$ cat config.mk
export PLATFORM = sky130hd
export DESIGN_NAME = ccff_chain_loader
export DESIGN_NICKNAME = d
export VERILOG_FILES = /design/src/rtl/ccff_chain_loader.sv
export SDC_FILE = /design/constraint.sdc
export NUM_CORES = 1
export LEC_CHECK = 0
export CAP_MARGIN = 0
export CORE_ASPECT_RATIO = 0.7
export CORE_MARGIN = 2
export CORE_UTILIZATION = 50
export DETAILED_ROUTE_END_ITERATION = 16
export GPL_TIMING_DRIVEN = 0
export PLACE_DENSITY = 0.84
export REMOVE_ABC_BUFFERS = 1
export SYNTH_ARGS = -nofsm -noshare
export SYNTH_HDL_FRONTEND = slang
export SYNTH_SLANG_ARGS = --single-unit
$ cat constraint.sdc
create_clock -name prog_clk -period 2.31 [get_ports prog_clk]
set_input_delay 0.5775 -clock prog_clk [delete_from_list [all_inputs] [get_ports prog_clk]]
set_output_delay 0.5775 -clock prog_clk [all_outputs]
set_load 0.02 [all_outputs]
$ cat src/rtl/ccff_chain_loader.sv
// ccff_chain_loader
//   Configuration-chain sequencer for an IO grid tile column. Bitstream words
//   arrive over a valid/ready stream and exactly CHAIN_LEN bits are shifted,
//   LSB first, into the chain's ccff_head. An optional verify pass rotates the
//   chain once through ccff_tail and compares a CRC-16-CCITT of the tail bits
//   against the CRC of the loaded bits. Pads stay isolated (IO_ISOL_N=0) until
//   the chain is loaded, verified and settled.
//
// Ports
//   prog_clk     : clock (chain is clocked from it through an external ICG)
//   prog_reset   : synchronous, active-high reset
//   start        : one-cycle pulse, begins a load (only in IDLE or DONE)
//   verify_en    : sampled with start, enables the verify pass
//   in_data      : bitstream word, LSB shifted first
//   in_valid     : word valid
//   in_ready     : word buffer empty and accepting (LOAD only)
//   ccff_head    : serial bit into the chain
//   ccff_tail    : serial bit from the chain end
//   prog_clk_en  : chain clock enable, chain shifts at end of enabled cycle
//   IO_ISOL_N    : 0 = pads isolated
//   busy         : high in LOAD, VERIFY and SETTLE
//   done         : high in DONE
//   crc_err      : verify mismatch, sticky until next start
module ccff_chain_loader #(
  parameter int unsigned WORD_W        = 32,
  parameter int unsigned CHAIN_LEN     = 9,
  parameter int unsigned SETTLE_CYCLES = 4
) (
  input  logic              prog_clk,
  input  logic              prog_reset,
  input  logic              start,
  input  logic              verify_en,
  input  logic [WORD_W-1:0] in_data,
  input  logic              in_valid,
  output logic              in_ready,
  output logic              ccff_head,
  input  logic              ccff_tail,
  output logic              prog_clk_en,
  output logic              IO_ISOL_N,
  output logic              busy,
  output logic              done,
  output logic              crc_err
);

  localparam int unsigned CNT_W     = $clog2(CHAIN_LEN + 1);
  localparam int unsigned BUF_CNT_W = $clog2(WORD_W + 1);
  localparam int unsigned SET_W     = (SETTLE_CYCLES > 1) ? $clog2(SETTLE_CYCLES) : 1;

  localparam logic [CNT_W-1:0]     LAST_BIT = CNT_W'(CHAIN_LEN - 1);
  localparam logic [BUF_CNT_W-1:0] BUF_FULL = BUF_CNT_W'(WORD_W);
  localparam logic [SET_W-1:0]     SET_LAST = SET_W'(SETTLE_CYCLES - 1);
  localparam logic [15:0]          CRC_INIT = 16'hFFFF;

  typedef enum logic [2:0] {
    S_IDLE,
    S_LOAD,
    S_VERIFY,
    S_SETTLE,
    S_DONE
  } state_t;

  function automatic logic [15:0] crc_step(input logic [15:0] c, input logic b);
    logic fb;
    fb = c[15] ^ b;
    return {c[14:0], 1'b0} ^ (fb ? 16'h1021 : 16'h0000);
  endfunction

  state_t               state_q,   state_d;
  logic [WORD_W-1:0]    buf_q,     buf_d;
  logic [BUF_CNT_W-1:0] buf_cnt_q, buf_cnt_d;
  logic [CNT_W-1:0]     bit_cnt_q, bit_cnt_d;
  logic [15:0]          crc_q,     crc_d;
  logic [15:0]          ref_crc_q, ref_crc_d;
  logic                 verify_q,  verify_d;
  logic                 crc_err_q, crc_err_d;
  logic [SET_W-1:0]     settle_q,  settle_d;
  logic                 en_q,      en_d;
  logic                 ready_q,   ready_d;
  logic                 isol_n_q,  isol_n_d;
  logic                 busy_q,    busy_d;
  logic                 done_q,    done_d;
  logic [15:0]          crc_next;

  always_ff @(posedge prog_clk) begin
    if (prog_reset) begin
      state_q   <= S_IDLE;
      buf_q     <= '0;
      buf_cnt_q <= '0;
      bit_cnt_q <= '0;
      crc_q     <= CRC_INIT;
      ref_crc_q <= '0;
      verify_q  <= 1'b0;
      crc_err_q <= 1'b0;
      settle_q  <= '0;
      en_q      <= 1'b0;
      ready_q   <= 1'b0;
      isol_n_q  <= 1'b0;
      busy_q    <= 1'b0;
      done_q    <= 1'b0;
    end else begin
      state_q   <= state_d;
      buf_q     <= buf_d;
      buf_cnt_q <= buf_cnt_d;
      bit_cnt_q <= bit_cnt_d;
      crc_q     <= crc_d;
      ref_crc_q <= ref_crc_d;
      verify_q  <= verify_d;
      crc_err_q <= crc_err_d;
      settle_q  <= settle_d;
      en_q      <= en_d;
      ready_q   <= ready_d;
      isol_n_q  <= isol_n_d;
      busy_q    <= busy_d;
      done_q    <= done_d;
    end
  end

  always_comb begin
    state_d   = state_q;
    buf_d     = buf_q;
    buf_cnt_d = buf_cnt_q;
    bit_cnt_d = bit_cnt_q;
    crc_d     = crc_q;
    ref_crc_d = ref_crc_q;
    verify_d  = verify_q;
    crc_err_d = crc_err_q;
    settle_d  = settle_q;
    crc_next  = crc_q;

    unique case (state_q)
      S_IDLE, S_DONE: begin
        if (start) begin
          state_d   = S_LOAD;
          buf_d     = '0;
          buf_cnt_d = '0;
          bit_cnt_d = '0;
          crc_d     = CRC_INIT;
          crc_err_d = 1'b0;
          verify_d  = verify_en;
        end
      end

      S_LOAD: begin
        if (buf_cnt_q != '0) begin
          crc_next  = crc_step(crc_q, buf_q[0]);
          buf_d     = buf_q >> 1;
          buf_cnt_d = buf_cnt_q - 1'b1;
          bit_cnt_d = bit_cnt_q + 1'b1;
          crc_d     = crc_next;
          if (bit_cnt_q == LAST_BIT) begin
            // Chain full: drop whatever is left of the current word.
            buf_d     = '0;
            buf_cnt_d = '0;
            bit_cnt_d = '0;
            if (verify_q) begin
              state_d   = S_VERIFY;
              ref_crc_d = crc_next;
              crc_d     = CRC_INIT;
            end else begin
              state_d  = S_SETTLE;
              settle_d = '0;
            end
          end
        end else if (in_valid && ready_q) begin
          buf_d     = in_data;
          buf_cnt_d = BUF_FULL;
        end
      end

      S_VERIFY: begin
        crc_next  = crc_step(crc_q, ccff_tail);
        crc_d     = crc_next;
        bit_cnt_d = bit_cnt_q + 1'b1;
        if (bit_cnt_q == LAST_BIT) begin
          crc_err_d = (crc_next != ref_crc_q);
          bit_cnt_d = '0;
          state_d   = S_SETTLE;
          settle_d  = '0;
        end
      end

      S_SETTLE: begin
        if (settle_q == SET_LAST) begin
          state_d = S_DONE;
        end else begin
          settle_d = settle_q + 1'b1;
        end
      end

      default: state_d = S_IDLE;
    endcase

    // Outputs are registered from the next-state view so they line up with
    // the state they describe.
    en_d     = ((state_d == S_LOAD) && (buf_cnt_d != '0)) || (state_d == S_VERIFY);
    ready_d  = (state_d == S_LOAD) && (buf_cnt_d == '0);
    busy_d   = (state_d == S_LOAD) || (state_d == S_VERIFY) || (state_d == S_SETTLE);
    done_d   = (state_d == S_DONE);
    isol_n_d = (state_d == S_DONE);
  end

  // Loopback in VERIFY rotates the chain in place; elsewhere the head comes
  // straight from the buffer flop (zero whenever the buffer is empty).
  assign ccff_head   = (state_q == S_VERIFY) ? ccff_tail : buf_q[0];
  assign prog_clk_en = en_q;
  assign in_ready    = ready_q;
  assign IO_ISOL_N   = isol_n_q;
  assign busy        = busy_q;
  assign done        = done_q;
  assign crc_err     = crc_err_q;

endmodule

== Word level (Yosys, flattened, before mapping) ==
Cells that the tools add are included.
Cells by class
  add/subtract/negate cells: 3
  multiplexer cells: 38
  equality and inequality tests: 18
  bitwise logic cells: 4
  reductions and logical operators: 21
Operator list (count)
  $mux W32: 3
  $mux W16: 4
  $pmux W32 S2: 1
  $pmux W16 S3: 1
  $xor A16 B13 Y16: 2
  $mux W31: 1
  $mux W13: 2
  $mux W6: 4
  $ne A16 B16 Y1: 1
  $mux W3: 5
  $eq A3 B2 Y1 const B: 4
  $mux W4: 3
  $ne A2 B2 Y1 const B: 6
  $pmux W3 S4: 1
  $pmux W4 S3: 1
  $pmux W6 S2: 1
  $reduce_bool A6 Y1: 2
  $mux W2: 5
  $reduce_and A3 Y1: 3
  $eq A3 B1 Y1 const B: 2
  $eq A3 B3 Y1 const B: 2
  $logic_not A6 Y1: 1
  $pmux W2 S3: 1
  $reduce_and A6 Y1: 1
  17 further kinds: 27
Word-level totals
  bits of input ports: 38
  flip-flop bits (word level): 85
  logic and storage cells: 97

== Longest topological paths before layout ==
  depth after elaboration: 7
  gate-level depth with buffers: 9

== Worst setup path after synthesis ==
OpenSTA, ideal clock, no wires.
  path kind: flip-flop to flip-flop
  start: register buf_cnt_q[0]
  end: register crc_q[15]
  setup slack: 0.339 ns
  cell stages (with the launch flop): 10
  data arrival time: 1.854 ns
  path buffers: 2
  period minus slack after synthesis: 1.971 ns
  path through: dfxtp_1 > inv_1 > ha_1 > nor2b_1 > a21oi_4 > or2_2 > buf_4 > buf_2 > o22ai_1 > nand2b_1
On the way
  word-level cells in the longest chain between the ends: 3
RTL lines
  start: declaration: line 70  | logic [BUF_CNT_W-1:0] buf_cnt_q, buf_cnt_d;
  start signal: assignment: line 103  | buf_cnt_q <= buf_cnt_d;
  $reduce_bool A6 Y1: line 144  | if (buf_cnt_q != '0) begin
  $ne A2 B2 Y1 (no source line)
  $reduce_and A3 Y1 (no source line)
  end signal: assignment: line 105  | crc_q <= crc_d;
  end: declaration: line 72  | logic [15:0] crc_q, crc_d;
Every way passes these cells.
A chain may end at the register's enable or synchronous reset.

== Final worst setup path ==
  start: input ccff_tail
  end: output ccff_head
On the way
  word-level cells in the longest chain between the ends: 1
RTL lines
  start: declaration: line 37  | input logic ccff_tail,
  $mux W1: line 204  | assign ccff_head = (state_q == S_VERIFY) ? ccff_tail : buf_q[0];
  end: declaration: line 36  | output logic ccff_head,
Every way passes these cells.

==> impl_summary.log <==
[metrics] flip-flop cell with the highest count after synthesis: sky130_fd_sc_hd__dfxtp_1
[metrics] TritonCTS buffer count: 9
[metrics] cell with the largest stage delay on the worst path: sky130_fd_sc_hd__clkdlybuf4s50_1
[metrics] smallest hold slack: 460 ps
[metrics] Crit Path Class: primary input to output port
[metrics] antenna-violating nets left: 0
[metrics] DRC violation count after routing: 0
[metrics] largest net degree at the start of global routing: 53
[metrics] area of the core: 0.00777 sq mm
[metrics] cell type with the highest aggregate area in the netlist: sky130_fd_sc_hd__dfxtp_1
[metrics] endpoint class of the critical path: output port
[metrics] count of clock tree sinks: 85
[metrics] count of maximum capacitance violations: 0
[metrics] Critical Path Max Stage Delay: 510 ps
[metrics] maximum root-to-sink buffer count: 2
[metrics] transition time at the pin with the least slew margin: 597 ps
[metrics] half-perimeter wire length after placement: 6.27 mm
[metrics] max_slew headroom: 60.2%
[metrics] max-slew violation count: 0
[metrics] count of flip-flops with a built-in enable after synthesis: 0
[metrics] number of antenna violations at the first check in global routing: 0
[metrics] crit-path cells: clkdlybuf4s50_1, mux2_2, dlygate4sd2_1
[metrics] critical path fanouts, max: 4
[metrics] share of synthesized area occupied by flip-flops and latches: 43.0%
[metrics] total of hold buffers inserted after clock tree synthesis: 0
[metrics] achievable frequency: 0.434 GHz
[metrics] top-area cell type share of the netlist area: 43.0%
[metrics] gpl congestion: 0.888
[metrics] die footprint: 0.00865 sq mm
[metrics] CTS tree: done
[metrics] number of DRC violations after detailed-routing iteration 0: 229
[metrics] antenna diode instance count: 0
[metrics] classification of the worst-slack hold path: flop to flop
[metrics] cell area power density: 1110 mW/mm^2
[metrics] synthesis-stage register bit count: 85
[metrics] Area growth syn-to-layout: 23.4%
[metrics] total vias in the final route: 3606
[metrics] number of standard-cell rows in the floorplan: 27
[metrics] Top Ports: 45
[metrics] Hold Vio Cnt, Final: 0
[metrics] starting density of the core: 50.9%
[metrics] WL final: 10.2 mm
[metrics] number of distinct library cells after synthesis: 56
[metrics] Wirelength per Cell: 17.0 um
[metrics] kind of cell adding the most delay to the critical path: buffers and inverters
[metrics] netlist area before placement: 0.00396 sq mm
[metrics] horizontal die dimension: 110 um
[metrics] number of warning messages in the yosys log: 0
[metrics] number of instances in the synthesized netlist: 458
[metrics] clk_skew: 7.00 ps
[metrics] wire length of the first global-routing pass: 16.2 mm
[metrics] shortest clock period the worst path allows after layout: 2300 ps
[metrics] Worst EP arrival: 1730 ps
[metrics] WP data required: 1730 ps
[metrics] clock root buffer: sky130_fd_sc_hd__clkbuf_16
[metrics] fin crit share: 99.7%
[metrics] top cells by area in the synthesized netlist: sky130_fd_sc_hd__dfxtp_1 (43%), sky130_fd_sc_hd__nand2_1 (7.4%), sky130_fd_sc_hd__a21oi_1 (7.3%)
[metrics] maximum VDD drop: 511 uV
[metrics] Static Leakage: 1.65 nW
[metrics] number of buffers and inverters on the critical path: 2
[metrics] All-Layer GR Usage: 24.1%
[metrics] quantity of I/O buffers inserted on ports: 44
[metrics] number of levels the H-tree was split into: 3
[metrics] sort of element at the start of the critical path: primary input
[metrics] post-DR vias/cell: 6.00
[metrics] via count of the first global-routing pass: 3347
[metrics] router iterations before antenna repair: 5
[metrics] fraction of final layout cells sized beyond drive strength 1: 11.6%
[metrics] insertion delay to the later sink of the worst-skew pair: 350 ps
[metrics] floorplan die height: 78.4 um
[metrics] number of nets in the layout: 538
[metrics] Post-Syn Area per Cell: 8.64 sq um
[metrics] overflow left after global routing: 0
[metrics] status: completed
[metrics] Worst-path clk slew: 70 ps
[metrics] post-synthesis async set-or-reset flop share: 0%
[metrics] Tot Pwr: 5.40 mW
[metrics] Final setup viols: 0
## synth_stat cells, types with 2 or more instances
cell / number
sky130_fd_sc_hd__nor3_1: 4
sky130_fd_sc_hd__or3_1: 2
sky130_fd_sc_hd__nor2_2: 2
sky130_fd_sc_hd__inv_1: 4
sky130_fd_sc_hd__a211oi_2: 2
sky130_fd_sc_hd__dfxtp_1: 85
sky130_fd_sc_hd__a21oi_1: 58
sky130_fd_sc_hd__or4b_1: 2
sky130_fd_sc_hd__nor3b_4: 2
sky130_fd_sc_hd__a31oi_1: 5
sky130_fd_sc_hd__a22oi_1: 28
sky130_fd_sc_hd__xnor2_1: 16
sky130_fd_sc_hd__nor4_1: 2
sky130_fd_sc_hd__buf_2: 9
sky130_fd_sc_hd__nand2b_1: 23
sky130_fd_sc_hd__nor2b_1: 5
sky130_fd_sc_hd__or4_1: 4
sky130_fd_sc_hd__ha_1: 5
sky130_fd_sc_hd__nand3_1: 13
sky130_fd_sc_hd__o21ai_0: 4
sky130_fd_sc_hd__buf_6: 2
sky130_fd_sc_hd__mux2i_1: 3
sky130_fd_sc_hd__xor2_1: 8
sky130_fd_sc_hd__o22ai_1: 18
sky130_fd_sc_hd__nor2_1: 16
sky130_fd_sc_hd__and3_1: 2
sky130_fd_sc_hd__o211a_1: 2
sky130_fd_sc_hd__buf_4: 7
sky130_fd_sc_hd__nand2_1: 78
sky130_fd_sc_hd__and3b_1: 2
sky130_fd_sc_hd__nand4_1: 4
sky130_fd_sc_hd__a211oi_1: 3
sky130_fd_sc_hd__a21o_1: 2
sky130_fd_sc_hd__or2_2: 3
sky130_fd_sc_hd__clkbuf_1: 12
## sequential cells by signal, indices dropped and copies added, names as in the netlist, 2 cells and up
register,cells
state_q,3
buf_q,32
ref_crc_q,16
crc_q,16
bit_cnt_q,4
buf_cnt_q,6
settle_q,2
## final cells by class
cell class              instances  area, sq um
repair buffers                 55          587
clock inverters                 7         78.8
clock buffers                   9          225
well taps                     101          126
multi-input cells             340         2140
flip-flops and latches         85         1710
fillers                       629         2890
inverters                       4         15.0
## metrics by stage
step	setup WS [ps]	instances	setup TNS [ps]	utilization, %	cell area (sq um)
global placement	-1390	572	-78360	56.0	4350
detailed placement	-616	574	-22200	56.5	4390
finish	7.21	601	0	62.8	4880
CTS	4.92	595	0	61.7	4790
floorplan	-367	427	-6630	-	3780
global route	-15.7	601	-17.1	62.8	4880
## worst min-delay path: stages (launching register included)
cell and delay [ps]:
sky130_fd_sc_hd__dfxtp_1 310, sky130_fd_sc_hd__nand2_1 50, sky130_fd_sc_hd__a21oi_1 50
## layer usage
| metal | track usage (%) | share of wire (%) |
|---|---|---|
| met2 | 37.2 | 47 |
| met1 | 31.7 | 44 |
| met5 | 0 | 0 |
| met3 | 8.14 | 7.5 |
| met4 | 8.00 | 2.1 |
## power by group
part           switching, mW  internal (mW)  leakage, nW  total [mW]
clock                  0.635          0.851        0.144        1.49
combinational           1.27          0.869        0.817        2.14
sequential             0.165           1.61        0.689        1.78
## cell usage in the layout, fill, tap and decap left out, drive strengths merged, types with 2 or more instances in the layout
| cell | n |
|---|---|
| nand2b | 23 |
| nor2 | 19 |
| o211a | 2 |
| a21oi | 59 |
| or4b | 2 |
| buf | 12 |
| mux2i | 3 |
| a22oi | 28 |
| nand2 | 78 |
| nand4 | 4 |
| nor4 | 2 |
| ha | 5 |
| a21o | 3 |
| nor3b | 2 |
| dfxtp | 85 |
| or2 | 3 |
| a211oi | 5 |
| nand3 | 13 |
| nor3 | 6 |
| nor2b | 5 |
| o21ai | 5 |
| o22ai | 18 |
| xnor2 | 16 |
| clkbuf | 9 |
| and3 | 2 |
| clkinvlp | 2 |
| clkdlybuf4s50 | 42 |
| a31oi | 5 |
| and3b | 2 |
| or4 | 4 |
| or3 | 3 |
| inv | 7 |
| xor2 | 8 |
| o211ai | 2 |
## logic make-up (layout without fill, tap and decap cells)
logic type      count (synthesis)  in the layout  synth area share, %
simple gates                  172            173                 22.7
compound gates                133            134                 21.6
flops                          85             85                 43.0
buf+inv                        35             75                 4.68
xor+xnor                       24             24                 5.31
fa+ha+maj                       5              5                 1.58
mux                             4              4                 1.04
## what timing repair did
action,4_1_cts,5_1_grt
pin swaps,1,3
resized for setup,9,7
gates cloned,1,1
setup buffers,4,5
setup endpoints to repair,53,62
## final timing paths
kind | startpoint | end | slack (ps) | cells past startpoint
worst max-delay path | ccff_tail | ccff_head | 7 | 3
worst min register to register | buf_q[5]$_SDFFE_PP0P_ | buf_q[5]$_SDFFE_PP0P_ | 460 | 2
worst min-delay path | buf_q[5]$_SDFFE_PP0P_ | buf_q[5]$_SDFFE_PP0P_ | 460 | 2
worst max register to register | buf_cnt_q[0]$_SDFF_PP0_ | crc_q[4]$_SDFFE_PP1P_ | 80 | 7
Power figures use the tool's default switching activity.
